### src/rtl/btn_pkg.sv
// Shared types and constants for the push-button conditioner.
package btn_pkg;

    typedef enum logic [1:0] {
        IDLE,
        PRESS_WAIT,
        PRESSED,
        RELEASE_WAIT
    } btn_state_e;

    localparam int PRESS_COUNT_W = 8;

endpackage

### src/rtl/sync_2ff.sv
// Generic two-flop synchroniser for a single asynchronous bit.
module sync_2ff #(
    parameter logic RESET_VAL = 1'b0
) (
    input  logic clk,
    input  logic reset,
    input  logic d,
    output logic q
);

    logic meta;

    // NOTE: sequential state uses non-blocking assignments so both flops sample the pre-edge values.
    always_ff @(posedge clk) begin
        if (reset) begin
            meta <= RESET_VAL;
            q    <= RESET_VAL;
        end else begin
            meta <= d;
            q    <= meta;
        end
    end

endmodule

### src/rtl/btn_debounce.sv
// Synchronises and debounces a raw push-button; emits level, press/release pulses and a press count.
// Optional long-press detection is built only when BTN_LONG_PRESS_EN is defined.
module btn_debounce
    import btn_pkg::*;
#(
    parameter int STABLE_CYCLES = 240000,
    parameter int LONG_CYCLES   = 12000000,
    parameter bit ACTIVE_LOW    = 1'b0
) (
    input  logic                     clk,
    input  logic                     reset,
    input  logic                     btn_raw,
    output logic                     btn_level,
    output logic                     btn_press,
    output logic                     btn_release,
    output logic [PRESS_COUNT_W-1:0] press_count,
    output logic                     long_press
);

    localparam int              CNT_W    = $clog2(STABLE_CYCLES + 1);
    localparam logic [CNT_W-1:0] CNT_LAST = CNT_W'(STABLE_CYCLES - 1);

    logic btn_in;
    logic btn_s;

    assign btn_in = ACTIVE_LOW ? ~btn_raw : btn_raw;

    // Reset value 0 means "not pressed" after the optional inversion.
    sync_2ff #(
        .RESET_VAL(1'b0)
    ) u_sync (
        .clk   (clk),
        .reset (reset),
        .d     (btn_in),
        .q     (btn_s)
    );

    btn_state_e       state;
    btn_state_e       state_nxt;
    logic [CNT_W-1:0] cnt;
    logic [CNT_W-1:0] cnt_nxt;
    logic             accept_press;
    logic             accept_release;

    // NOTE: every signal written here gets a default first, so no path can infer a latch.
    always_comb begin
        state_nxt      = state;
        cnt_nxt        = cnt;
        accept_press   = 1'b0;
        accept_release = 1'b0;
        unique case (state)
            IDLE: begin
                if (btn_s) begin
                    state_nxt = PRESS_WAIT;
                    cnt_nxt   = '0;
                end
            end
            PRESS_WAIT: begin
                if (!btn_s) begin
                    state_nxt = IDLE;
                    cnt_nxt   = '0;
                end else if (cnt == CNT_LAST) begin
                    state_nxt    = PRESSED;
                    accept_press = 1'b1;
                end else begin
                    cnt_nxt = cnt + CNT_W'(1);
                end
            end
            PRESSED: begin
                if (!btn_s) begin
                    state_nxt = RELEASE_WAIT;
                    cnt_nxt   = '0;
                end
            end
            RELEASE_WAIT: begin
                if (btn_s) begin
                    state_nxt = PRESSED;
                    cnt_nxt   = '0;
                end else if (cnt == CNT_LAST) begin
                    state_nxt      = IDLE;
                    accept_release = 1'b1;
                end else begin
                    cnt_nxt = cnt + CNT_W'(1);
                end
            end
            default: begin
                state_nxt = IDLE;
                cnt_nxt   = '0;
            end
        endcase
    end

    always_ff @(posedge clk) begin
        if (reset) begin
            state       <= IDLE;
            cnt         <= '0;
            btn_level   <= 1'b0;
            btn_press   <= 1'b0;
            btn_release <= 1'b0;
            press_count <= '0;
        end else begin
            state       <= state_nxt;
            cnt         <= cnt_nxt;
            btn_press   <= accept_press;
            btn_release <= accept_release;
            if (accept_press) begin
                btn_level   <= 1'b1;
                press_count <= press_count + PRESS_COUNT_W'(1);
            end else if (accept_release) begin
                btn_level <= 1'b0;
            end
        end
    end

`ifdef BTN_LONG_PRESS_EN
    localparam int               HOLD_W    = $clog2(LONG_CYCLES + 1);
    localparam logic [HOLD_W-1:0] HOLD_LAST = HOLD_W'(LONG_CYCLES - 1);
    localparam logic [HOLD_W-1:0] HOLD_MAX  = HOLD_W'(LONG_CYCLES);

    logic [HOLD_W-1:0] hold_cnt;

    // Only a fresh press clears the hold count; release bounce back into PRESSED keeps it running.
    always_ff @(posedge clk) begin
        if (reset) begin
            hold_cnt   <= '0;
            long_press <= 1'b0;
        end else begin
            long_press <= 1'b0;
            if (accept_press) begin
                hold_cnt <= '0;
            end else if (btn_level && !accept_release && hold_cnt != HOLD_MAX) begin
                hold_cnt <= hold_cnt + HOLD_W'(1);
                if (hold_cnt == HOLD_LAST) begin
                    long_press <= 1'b1;
                end
            end
        end
    end
`else
    localparam int unused_long_cycles = LONG_CYCLES;

    assign long_press = 1'b0;
`endif

endmodule
### config.mk
export PLATFORM = sky130hd
export DESIGN_NAME = btn_debounce
export DESIGN_NICKNAME = d
export VERILOG_FILES = /design/src/rtl/btn_pkg.sv /design/src/rtl/sync_2ff.sv /design/src/rtl/btn_debounce.sv
export SDC_FILE = /design/constraint.sdc
export NUM_CORES = 1
export LEC_CHECK = 0
export CAP_MARGIN = 0
export CORE_MARGIN = 8
export CORE_UTILIZATION = 55
export CTS_CLUSTER_DIAMETER = 30
export DETAILED_ROUTE_END_ITERATION = 8
export PLACE_DENSITY = 0.78
export SLEW_MARGIN = 20
export SYNTH_ARGS = -nofsm -noshare
export SYNTH_HDL_FRONTEND = slang
export SYNTH_SLANG_ARGS = --single-unit
### constraint.sdc
create_clock -name clk -period 2.2 [get_ports clk]
set_input_delay 0.44 -clock clk [delete_from_list [all_inputs] [get_ports clk]]
set_output_delay 0.44 -clock clk [all_outputs]
set_load 0.02 [all_outputs]
==> results of run 1 <==
worst min path at each step:
stage / from / depth (start not counted) / slack (ns) / to
after floorplan: u_sync.meta / 1 / 0.41 / u_sync.q
after CTS: u_sync.meta / 1 / 0.46 / u_sync.q
after global routing: u_sync.meta / 1 / 0.47 / u_sync.q
final: u_sync.meta / 1 / 0.46 / u_sync.q
after global placement: u_sync.meta / 1 / 0.43 / u_sync.q
after detailed placement: u_sync.meta / 1 / 0.44 / u_sync.q
logic make-up (layout without fill, tap and decap cells):
family / Yosys count / in the layout / synth area share (%)
adder cells (fa/ha/maj): 2 / 2 / 1.57
other: 1 / 1 / 0.236
AND/OR/NAND/NOR: 79 / 79 / 27.6
flip-flops: 33 / 33 / 41.6
buffers and inverters: 13 / 32 / 3.94
XOR/XNOR: 13 / 13 / 7.17
AO/OA/AOI/OAI: 40 / 40 / 16.7
multiplexers: 2 / 2 / 1.26
state kept, by name, indices dropped and copies added, names as in the netlist, named ones only:
signal,cells
btn_release,1
press_count,8
u_sync.q,1
u_sync.meta,1
state,1
btn_press,1
cnt,18
btn_level,1
layout make-up:
cell class / instances / share of cell area [%]
multi-input combinational: 137 / 47.8
sequential: 33 / 36.5
timing repair buffer: 19 / 9.68
clock buffer: 6 / 2.28
tap: 31 / 2.14
inverter: 5 / 1.04
clock inverter: 2 / 0.553
metal layers:
metal | track usage, % | part of all wire [%] | up-vias
met5 | 0 | 0 | -
met4 | 9.82 | 2.7 | 0
met3 | 4.58 | 7.0 | 12
met2 | 24.7 | 47 | 51
met1 | 17.2 | 43 | 642
li1 | - | - | 707
power by group through the flow:
stage / Sequential (mW) / Clock, mW / Combinational, mW
after floorplan: 0.620 / 0 / 0.0247
after global placement: 0.619 / 0 / 0.0425
after detailed placement: 0.619 / 0 / 0.0436
after CTS: 0.605 / 0.331 / 0.0443
after global routing: 0.606 / 0.356 / 0.0477
final: 0.605 / 0.326 / 0.0451
cell usage after synthesis, types with 3 or more instances:
cell type,n
sky130_fd_sc_hd__nor2_1,22
sky130_fd_sc_hd__a31oi_1,6
sky130_fd_sc_hd__clkbuf_1,4
sky130_fd_sc_hd__nand2_1,7
sky130_fd_sc_hd__a21oi_1,13
sky130_fd_sc_hd__inv_1,5
sky130_fd_sc_hd__nand4_1,7
sky130_fd_sc_hd__xor2_1,7
sky130_fd_sc_hd__o21ai_1,7
sky130_fd_sc_hd__xnor2_1,6
sky130_fd_sc_hd__and3_1,5
sky130_fd_sc_hd__nor2b_1,3
sky130_fd_sc_hd__dfxtp_1,33
sky130_fd_sc_hd__o21ai_0,3
sky130_fd_sc_hd__nor3_1,4
sky130_fd_sc_hd__nand3_1,10
sky130_fd_sc_hd__or3_1,7
per-stage QoR:
step / setup WS, ns / area [sq um] / utilization, %
finish: 0.226 / 1810 / 65.7
global route: 0.0362 / 1810 / 65.7
CTS: 0.229 / 1810 / 65.7
global placement: 0.353 / 1760 / 63.8
detailed placement: 0.242 / 1760 / 63.8
floorplan: 0.517 / 1590 / -
worst max-delay path, delay by kind of cell (launching register included):
| kind | cells | cell delay [ns] |
|---|---|---|
| compound gates | 1 | 0.14 |
| flops | 1 | 0.38 |
| simple gates | 4 | 1.39 |
==> metrics.md, run 1 <==
| Metric | Value |
|---|---|
| Data arrival at the endpoint of the critical path | 2.25 ns |
| Layout cells sized above 1 | 8.42% |
| Class of the most critical hold timing path | reg -> reg |
| Via count | 1412 |
| Number of buffers created by CTS | 5 |
| Pre-Repair DR Iteration Count | 4 |
| Number of top-level pins | 15 |
| Combinational fraction of design power | under 10% |
| Clock Sinks | 33 |
| Critical Path Source | cnt[7] |
| Clk Latency, worst-skew pair | 0.34 ns |
| Horiz. Die Dim | 69.8 microns |
| Overall power consumption | 0.976 mW |
| Fmax | between 500 and 600 MHz |
| Final Hold Viols | 0 |
| Area growth syn-to-layout | 13.9% |
| Area taken by multi-input logic gates | between 800 and 900 sq um |
| Number of global-route vias before repair | roughly 1400 |
| Total global routing track utilization | 15.3% |
| Number of different library cells in the post-synthesis netlist | 41 |
| Critical path type | reg -> reg |
| Clock skew | 0.00459 ns |
| Flip-flop cell with the highest count after synthesis | sky130_fd_sc_hd__dfxtp_1 |
| Number of max-slew violations in the final report | 0 |
| Net switching power of the design | approximately 0.24 mW |
| HPWL after detailed placement | 2620 microns |
| Minimum hold slack | 0.458 ns |
| Startpoint types | flip-flop |
| Avg Cell Area, Syn | 8.68 sq um |
| Die H | 69.8 microns |
| Total setup buffers inserted after CTS | 0 |
| Pin slew with the least headroom to its limit | around 0.66 ns |
| Remaining DRCs | 0 |
| Number of placed instances with taps included | 225 |
| Clock period minus final worst setup slack | 1.97 ns |
| Routed vias/inst | 6.06 |
| Post-synthesis sequential area ratio | 41.6% |
| Clk pin slew, worst setup/hold paths | 0.10 ns |
| Routed wire length | around 3600 microns |
| Endpoint required time on the critical path | 2.48 ns |
| Cell Chain, Critical Path | and4bb_1, and3_1, nand4_4, or3_1, a21oi_1 |
| Critical path's largest stage delay | 0.43 ns |
| Synthesized Nets | 188 |
| Initial Util | 57.6% |
| Die footprint | a little under 5000 sq um |
| Max_cap viols | 0 |
| Library cell contributing the largest single delay on the critical path | sky130_fd_sc_hd__or3_1 |
| Area inside the core boundary | between 2000 and 3000 sq um |
| Commonest non-fill, non-tap cells in the layout | 33 x sky130_fd_sc_hd__dfxtp_1, 22 x sky130_fd_sc_hd__nor2_1, 13 x sky130_fd_sc_hd__a21oi_1, 13 x sky130_fd_sc_hd__clkdlybuf4s50_1, 10 x sky130_fd_sc_hd__nand3_1 |
| Count of flip-flops with a built-in enable after synthesis | 0 |
| Number of gates resized after CTS | 0 |
| Total power divided by cell area | 539 nW/um^2 |
| Leakage Power | 0.651 nW |
| Worst-path fanout max | 16 |
| Cells on worst reg2reg path | 5 |
| Post-synthesis instance area | 1590 sq um |
| Launching point of the worst reg2reg path | cnt[7] |
| Flip-flop and latch area | 661 sq um |
| Cell type contributing the most total cell area after synthesis | sky130_fd_sc_hd__dfxtp_1 |
| Number of buffers on the longest clock path | 2 |
| First-pass GRT wire length | 6200 microns |
| Filler cells | 244 |
| Critical path capture point | press_count[4] |
| Switching fraction of total power | about a quarter |
| Wirelength per Cell | 15.6 microns |
| Clock tree from TritonCTS | built |
| Proportion of synthesized flip-flops having asynchronous set or reset | 0% |
| Post-CTS Hold Buffers | 0 |
| Post-route antenna net violation count | 0 |
| Antenna violations before repair | 0 |
| Final Non-Filler Cells | between 200 and 250 |
| Overall overflow remaining after global route | 0 |
| Total setup violations reported at the end of the flow | 0 |
| First-iteration detailed-routing DRC count | 123 |
| Antenna diode count | 0 |
| Library cell used as clock root buffer | sky130_fd_sc_hd__clkbuf_4 |
| Slew headroom | 55.5% |
| Endpoint of the worst register-to-register path | press_count[4] |
| Cells after Synth | between 150 and 200 |
| Maximum number of pins on one net before global-route repair | 22 |
| Share of power burned in the clock network | 33.4% |
| Critical Path Sink Type | flip-flop |
| Number of input and output port buffers inserted | 13 |
| Most area-consuming cells after synthesis | sky130_fd_sc_hd__dfxtp_1 42%, sky130_fd_sc_hd__nor2_1 5.2%, sky130_fd_sc_hd__a21oi_1 4.1% |
| Unrepaired setup endpoints after global routing | no |
| Accumulated negative setup slack | 0 ns |
| Worst setup slack for register-to-register paths | 0.23 ns |
| H-tree lvl count | 2 |
| Final Cycle Share | 89.7% |
| Run status | complete, no violations |
| Seq cells post-synth | 33 |
| Share of the synthesized area in the top cell type | between 40% and 50% |
| Synthesis warning total | 0 |
| Internal cell power | 0.739 mW |
| Nets | 206 |
| IR Drop Worst-Case VDD | 0.459 mV |
| Core Rows | 19 |
| Relative contribution of sequential cells to total power | 62.0% |
| Final Wtd Congestion | just under 0.9 |
| Most common cell after layout, fill and taps aside | sky130_fd_sc_hd__dfxtp_1 |
Note: power is estimated with default switching activity, not from simulation.
==> run 2, diff against run 1 <==
==> constraint.sdc (replaced) <==
create_clock -name clk -period 2.4 [get_ports clk]
set_input_delay 0.48 -clock clk [delete_from_list [all_inputs] [get_ports clk]]
set_output_delay 0.48 -clock clk [all_outputs]
set_load 0.02 [all_outputs]
==> run 2 against run 1 <==
Compared with the run above: global-route usage is 0.18 points lower; fmax is 0.99% lower; hold slack better by 0.0013 ns; first-iteration DRC count is 15% lower.
==> metrics.md, run 2 (synthesized netlist as in run 1, its figures left out) <==
| Metric | Value |
|---|---|
| Library cell contributing the largest single delay on the critical path | sky130_fd_sc_hd__or3_1 (unchanged) |
| Number of top-level pins | 15 (unchanged) |
| Nets | 205 (was 206) |
| Unrepaired setup endpoints after global routing | no (unchanged) |
| Critical Path Sink Type | flip-flop (unchanged) |
| Run status | complete, no violations (unchanged) |
| Clock period minus final worst setup slack | 1.99 ns (was 1.97 ns) |
| Total global routing track utilization | 15.1% (was 15.3%) |
| Internal cell power | 0.814 mW (was 0.739 mW) |
| Clk Latency, worst-skew pair | 0.34 ns (about the same) |
| Clock skew | 0.0115 ns (was 0.00459 ns) |
| IR Drop Worst-Case VDD | 0.528 mV (was 0.459 mV) |
| Overall power consumption | 1.03 mW (was 0.976 mW) |
| Number of max-slew violations in the final report | 0 (unchanged) |
| Largest register by flop count | cnt (unchanged) |
| Critical path type | reg -> reg (unchanged) |
| Number of global-route vias before repair | 1357 (was 1374) |
| Die H | 69.8 microns (unchanged) |
| Area growth syn-to-layout | 15.6% (was 13.9%) |
| Most common cell after layout, fill and taps aside | sky130_fd_sc_hd__dfxtp_1 (unchanged) |
| Post-route cell area | 1840 sq um (was 1810 sq um) |
| Layout cells sized above 1 | 7.96% (was 8.42%) |
| Slew headroom | 61.9% (was 55.5%) |
| Library cell used as clock root buffer | sky130_fd_sc_hd__clkbuf_4 (unchanged) |
| Cell Chain, Critical Path | nor3b_1, and3_1, nand4_4, or3_1, a21oi_1 (was and4bb_1, and3_1, nand4_4, or3_1, a21oi_1) |
| Class of the most critical hold timing path | reg -> reg (unchanged) |
| Antenna violations before repair | 0 (unchanged) |
| Area inside the core boundary | 2760 sq um (unchanged) |
| Number of buffers created by CTS | 5 (unchanged) |
| Endpoint required time on the critical path | 2.67 ns (was 2.48 ns) |
| Wirelength per Cell | 15.3 microns (was 15.6 microns) |
| Fmax | 501 MHz (was 506 MHz) |
| HPWL after detailed placement | 2570 microns (was 2620 microns) |
| Critical path's largest stage delay | 0.43 ns (about the same) |
| Largest registers ranked by flip-flop count | cnt: 18 flops, press_count: 8 flops (unchanged) |
| Pre-Repair DR Iteration Count | 4 (unchanged) |
| Clk pin slew, worst setup/hold paths | 0.11 ns (was 0.10 ns) |
| Final Wtd Congestion | 0.882 (was 0.884) |
| H-tree lvl count | 2 (unchanged) |
| Overall overflow remaining after global route | 0 (unchanged) |
| Maximum number of pins on one net before global-route repair | 22 (unchanged) |
| Total power divided by cell area | 563 nW/um^2 (was 539 nW/um^2) |
| Via count | 1420 (was 1412) |
| Number of input and output port buffers inserted | 13 (unchanged) |
| Net switching power of the design | 0.221 mW (was 0.237 mW) |
| Routed wire length | 3560 microns (was 3630 microns) |
| Number of buffers and inverters on the critical path | 0 (unchanged) |
| Dpl cell area | 1750 sq um (was 1760 sq um) |
| Initial Util | 57.6% (unchanged) |
| First-pass GRT wire length | 6150 microns (was 6200 microns) |
| Commonest non-fill, non-tap cells in the layout | 33 x sky130_fd_sc_hd__dfxtp_1, 22 x sky130_fd_sc_hd__nor2_1, 13 x sky130_fd_sc_hd__a21oi_1, 13 x sky130_fd_sc_hd__clkdlybuf4s50_1, 10 x sky130_fd_sc_hd__nand3_1 (unchanged) |
| Pin slew with the least headroom to its limit | 0.567 ns (was 0.663 ns) |
| Final Hold Viols | 0 (unchanged) |
| Max_cap viols | 0 (unchanged) |
| Worst-path fanout max | 16 (unchanged) |
| Final worst slack | 0.406 ns (was 0.226 ns) |
| Core Rows | 19 (unchanged) |
| Startpoint types | flip-flop (unchanged) |
| Category of cells accounting for the largest share of critical-path delay | simple AND/OR/NAND/NOR gates (unchanged) |
| Antenna diode count | 0 (unchanged) |
| Share of power burned in the clock network | 42.6% (was 33.4%) |
| First-iteration detailed-routing DRC count | 105 (was 123) |
| Relative contribution of sequential cells to total power | 53.7% (was 62.0%) |
| Data arrival at the endpoint of the critical path | 2.26 ns (was 2.25 ns) |
| Routed vias/inst | 6.12 (was 6.06) |
| Combinational fraction of design power | 3.7% (was 4.6%) |
| Post-place setup slack | 0.452 ns (was 0.242 ns) |
| Clock tree from TritonCTS | built (unchanged) |
| Clock Sinks | 33 (unchanged) |
| Horiz. Die Dim | 69.8 microns (unchanged) |
| Total setup violations reported at the end of the flow | 0 (unchanged) |
| Switching fraction of total power | 21.3% (was 24.3%) |
| Number of buffers on the longest clock path | 2 (unchanged) |
| Remaining DRCs | 0 (unchanged) |
| Final Cycle Share | 83.1% (was 89.7%) |
| Post-CTS Hold Buffers | 0 (unchanged) |
| Accumulated negative setup slack | 0 ns (unchanged) |
| Die footprint | 4870 sq um (unchanged) |
| Leakage Power | 0.659 nW (was 0.651 nW) |
| Total setup buffers inserted after CTS | 0 (unchanged) |
| Number of gates resized after CTS | 0 (unchanged) |
| Largest register FFs | 18 (unchanged) |
| Post-route antenna net violation count | 0 (unchanged) |
-- run 2: cell types whose count changed in the layout (fill, tap and decap cells not counted), sizes merged --
cell,delta
bufinv,+1
clkinv,-2
clkbuf,+1
buf,-1
-- run 2: cell type report --
type / count / area [sq um]
clock buffer: 7 / 55.1
clock inverter: 1 / 30.0
fill: 251 / 921
inverter: 5 / 18.8
multi-input combinational: 137 / 866
sequential: 33 / 661
tap: 31 / 38.8
timing repair buffer: 18 / 168
-- run 2: layer usage --
layer	track usage [%]	routed length, microns
met5	0	0
met1	17.4	1580
met3	4.01	187
met2	24.4	1690
met4	9.38	100
-- run 2: worst reg2reg max path, stage by stage (launching register included) --
cell	delay [ns]
sky130_fd_sc_hd__dfxtp_1	0.42
sky130_fd_sc_hd__nor3b_1	0.26
sky130_fd_sc_hd__and3_1	0.41
sky130_fd_sc_hd__nand4_4	0.26
sky130_fd_sc_hd__or3_1	0.43
sky130_fd_sc_hd__a21oi_1	0.15
-- run 2: metrics by stage --
step	hold WS (ns)	utilization (%)	cells
finish	0.459	66.6	232
detailed placement	0.436	63.5	224
floorplan	0.414	-	183
global route	0.473	66.6	232
CTS	0.462	66.6	232
global placement	0.433	63.5	224
-- run 2: worst paths after layout --
path,from,slack (ns),cells after the start,end
max,cnt[8],0.41,5,press_count[4]
min,u_sync.meta,0.46,1,u_sync.q
max reg2reg,cnt[8],0.41,5,press_count[4]
min reg2reg,u_sync.meta,0.46,1,u_sync.q
-- run 2: power groups by stage --
stage                     Combinational [mW]  Sequential (mW)  Clock, mW
after global placement                0.0376            0.568          0
after floorplan                       0.0226            0.568          0
after global routing                  0.0424            0.556      0.463
final                                 0.0387            0.556      0.441
after detailed placement              0.0388            0.568          0
after CTS                             0.0391            0.555      0.447
==> run 3, diff against run 2 <==
==> constraint.sdc (replaced) <==
create_clock -name clk -period 2 [get_ports clk]
set_input_delay 0.4 -clock clk [delete_from_list [all_inputs] [get_ports clk]]
set_output_delay 0.4 -clock clk [all_outputs]
set_load 0.02 [all_outputs]
==> run 3 against run 2 <==
Compared with the run above: hold slack got worse by 0.0024 ns; largest power group unchanged; register-to-register slack lost 0.25 ns; clock-buffer cell count stayed put; sequential power increased by 20%; non-clock buffer count up 2; utilization increased by 0.64 points; setup slack worse by 0.25 ns; sequential share of layout area fell by 0.34 points; clock skew fell by 0.0013 ns.
==> metrics.md, run 3 (synthesized netlist as in run 1, its figures left out) <==
| Metric | Value |
|---|---|
| Run status | complete, no violations (unchanged) |
| Number of buffers created by CTS | 5 (unchanged) |
| H-tree lvl count | 2 (unchanged) |
| Startpoint types | flip-flop (unchanged) |
| Post-route antenna net violation count | 0 (unchanged) |
| Area taken by multi-input logic gates | 868 sq um (was 866 sq um) |
| Post-route core utilization | 67.2% (was 66.6%) |
| Number of global-route vias before repair | 1307 (was 1357) |
| Number of input and output port buffers inserted | 13 (unchanged) |
| Routed wire length | 3410 microns (was 3560 microns) |
| Critical path type | reg -> reg (unchanged) |
| Slew headroom | 40.3% (was 61.9%) |
| Number of max-slew violations in the final report | 0 (unchanged) |
| Horiz. Die Dim | 69.8 microns (unchanged) |
| Clk Latency, worst-skew pair | 0.34 ns (about the same) |
| HPWL after detailed placement | 2420 microns (was 2570 microns) |
| Via count | 1406 (was 1420) |
| Critical path's largest stage delay | 0.49 ns (was 0.43 ns) |
| Worst-path fanout max | 6 (was 16) |
| Final Cycle Share | 92.4% (was 83.1%) |
| Data arrival at the endpoint of the critical path | 2.12 ns (was 2.26 ns) |
| Total setup buffers inserted after CTS | 0 (unchanged) |
| Layout cells sized above 1 | 9.36% (was 7.96%) |
| Clock skew | 0.0102 ns (was 0.0115 ns) |
| Final Wtd Congestion | 0.845 (was 0.882) |
| Area growth syn-to-layout | 16.7% (was 15.6%) |
| Final worst slack | 0.152 ns (was 0.406 ns) |
| Remaining DRCs | 0 (unchanged) |
| Commonest non-fill, non-tap cells in the layout | 33 x sky130_fd_sc_hd__dfxtp_1, 22 x sky130_fd_sc_hd__nor2_1, 13 x sky130_fd_sc_hd__a21oi_1, 13 x sky130_fd_sc_hd__clkdlybuf4s50_1, 10 x sky130_fd_sc_hd__nand3_1 (unchanged) |
| Total global routing track utilization | 14.1% (was 15.1%) |
| Wirelength per Cell | 14.6 microns (was 15.3 microns) |
| Fmax | 541 MHz (was 501 MHz) |
| Total stage count of the critical path | 6 (was 5) |
| Cell Chain, Critical Path | ha_1, nand3_1, nor3_1, o2111ai_1, xor2_1, nor2_1 (was nor3b_1, and3_1, nand4_4, or3_1, a21oi_1) |
| Number of buffers on the longest clock path | 2 (unchanged) |
| Pin slew with the least headroom to its limit | 0.889 ns (was 0.567 ns) |
| Unrepaired setup endpoints after global routing | no (unchanged) |
| Nets | 207 (was 205) |
| Cells on worst reg2reg path | 6 (was 5) |
| Critical Path Sink Type | flip-flop (unchanged) |
| Largest register FFs | 18 (unchanged) |
| Maximum number of pins on one net before global-route repair | 22 (unchanged) |
| Library cell contributing the largest single delay on the critical path | sky130_fd_sc_hd__nor3_1 (was sky130_fd_sc_hd__or3_1) |
| Final Hold Viols | 0 (unchanged) |
| Accumulated negative setup slack | 0 ns (unchanged) |
| First-pass GRT wire length | 5780 microns (was 6150 microns) |
| Endpoint required time on the critical path | 2.27 ns (was 2.67 ns) |
| Area inside the core boundary | 2760 sq um (unchanged) |
| Leakage Power | 0.673 nW (was 0.659 nW) |
| Antenna violations before repair | 0 (unchanged) |
| Minimum hold slack | 0.457 ns (was 0.459 ns) |
| Total power divided by cell area | 669 nW/um^2 (was 563 nW/um^2) |
| Instance count along the most critical hold path | 1 (unchanged) |
| Clock tree from TritonCTS | built (unchanged) |
| Antenna diode count | 0 (unchanged) |
| Largest register by flop count | cnt (unchanged) |
| Overall overflow remaining after global route | 0 (unchanged) |
| Most common cell after layout, fill and taps aside | sky130_fd_sc_hd__dfxtp_1 (unchanged) |
| Total setup violations reported at the end of the flow | 0 (unchanged) |
| Die footprint | 4870 sq um (unchanged) |
| Clk pin slew, worst setup/hold paths | 0.11 ns (about the same) |
| IR Drop Worst-Case VDD | 0.675 mV (was 0.528 mV) |
| Pre-Repair DR Iteration Count | 6 (was 4) |
| Routed vias/inst | 6.01 (was 6.12) |
| Initial Util | 57.6% (unchanged) |
| Filler cells | 232 (was 251) |
| Largest registers ranked by flip-flop count | cnt: 18 flops, press_count: 8 flops (unchanged) |
| Die H | 69.8 microns (unchanged) |
| First-iteration detailed-routing DRC count | 115 (was 105) |
| Flip-flop and latch area | 661 sq um (unchanged) |
| Category of cells accounting for the largest share of critical-path delay | simple AND/OR/NAND/NOR gates (unchanged) |
| Max_cap viols | 0 (unchanged) |
| Library cell used as clock root buffer | sky130_fd_sc_hd__clkbuf_4 (unchanged) |
| Post-CTS Hold Buffers | 0 (unchanged) |
| Number of top-level pins | 15 (unchanged) |
| Class of the most critical hold timing path | reg -> reg (unchanged) |
| Core Rows | 19 (unchanged) |
| Clock period minus final worst setup slack | 1.85 ns (was 1.99 ns) |
| Post-place setup slack | 0.210 ns (was 0.452 ns) |
| Clock Sinks | 33 (unchanged) |
| Number of buffers and inverters on the critical path | 0 (unchanged) |
==> run 3: final cells by class <==
cell class / count / area share, %
multi-input combinational: 137 / 46.8
sequential: 33 / 35.6
timing repair buffer: 20 / 9.85
clock buffer: 7 / 2.97
tap: 31 / 2.09
clock inverter: 1 / 1.62
inverter: 5 / 1.01
==> run 3: stage by stage <==
stage / cells / power (mW) / instance area (sq um)
2_1_floorplan: 183 / 0.709 / 1590
6_report: 234 / 1.24 / 1850
4_1_cts: 234 / 1.25 / 1850
3_3_place_gp: 226 / 0.726 / 1770
3_5_place_dp: 226 / 0.728 / 1770
5_1_grt: 234 / 1.28 / 1850
==> run 3: path summary, 6_finish.rpt <==
kind                                  start  slack (ns)        to
worst max-delay path                 cnt[0]        0.15   cnt[12]
worst min-delay path            u_sync.meta        0.46  u_sync.q
worst max register to register       cnt[0]        0.15   cnt[12]
worst min register to register  u_sync.meta        0.46  u_sync.q
==> run 3: what timing repair did <==
item                                   CTS  global route
setup endpoints to repair                0             1
resized for setup                        0             1
endpoints found under the hold margin    0             0
==> run 3: power breakdown <==
group,total (mW),internal (mW),switching [mW]
combinational,0.0470,0.0170,0.0300
sequential,0.666,0.661,0.00461
clock,0.529,0.298,0.230
total,1.24,0.977,0.265
==> run 3: routing by layer <==
metal,vias up,GRT usage [%],part of all wire (%)
met1,664,15.7,45
li1,700,-,-
met2,29,23.1,48
met4,0,8.48,3.0
met5,-,0,0
met3,13,4.29,4.4
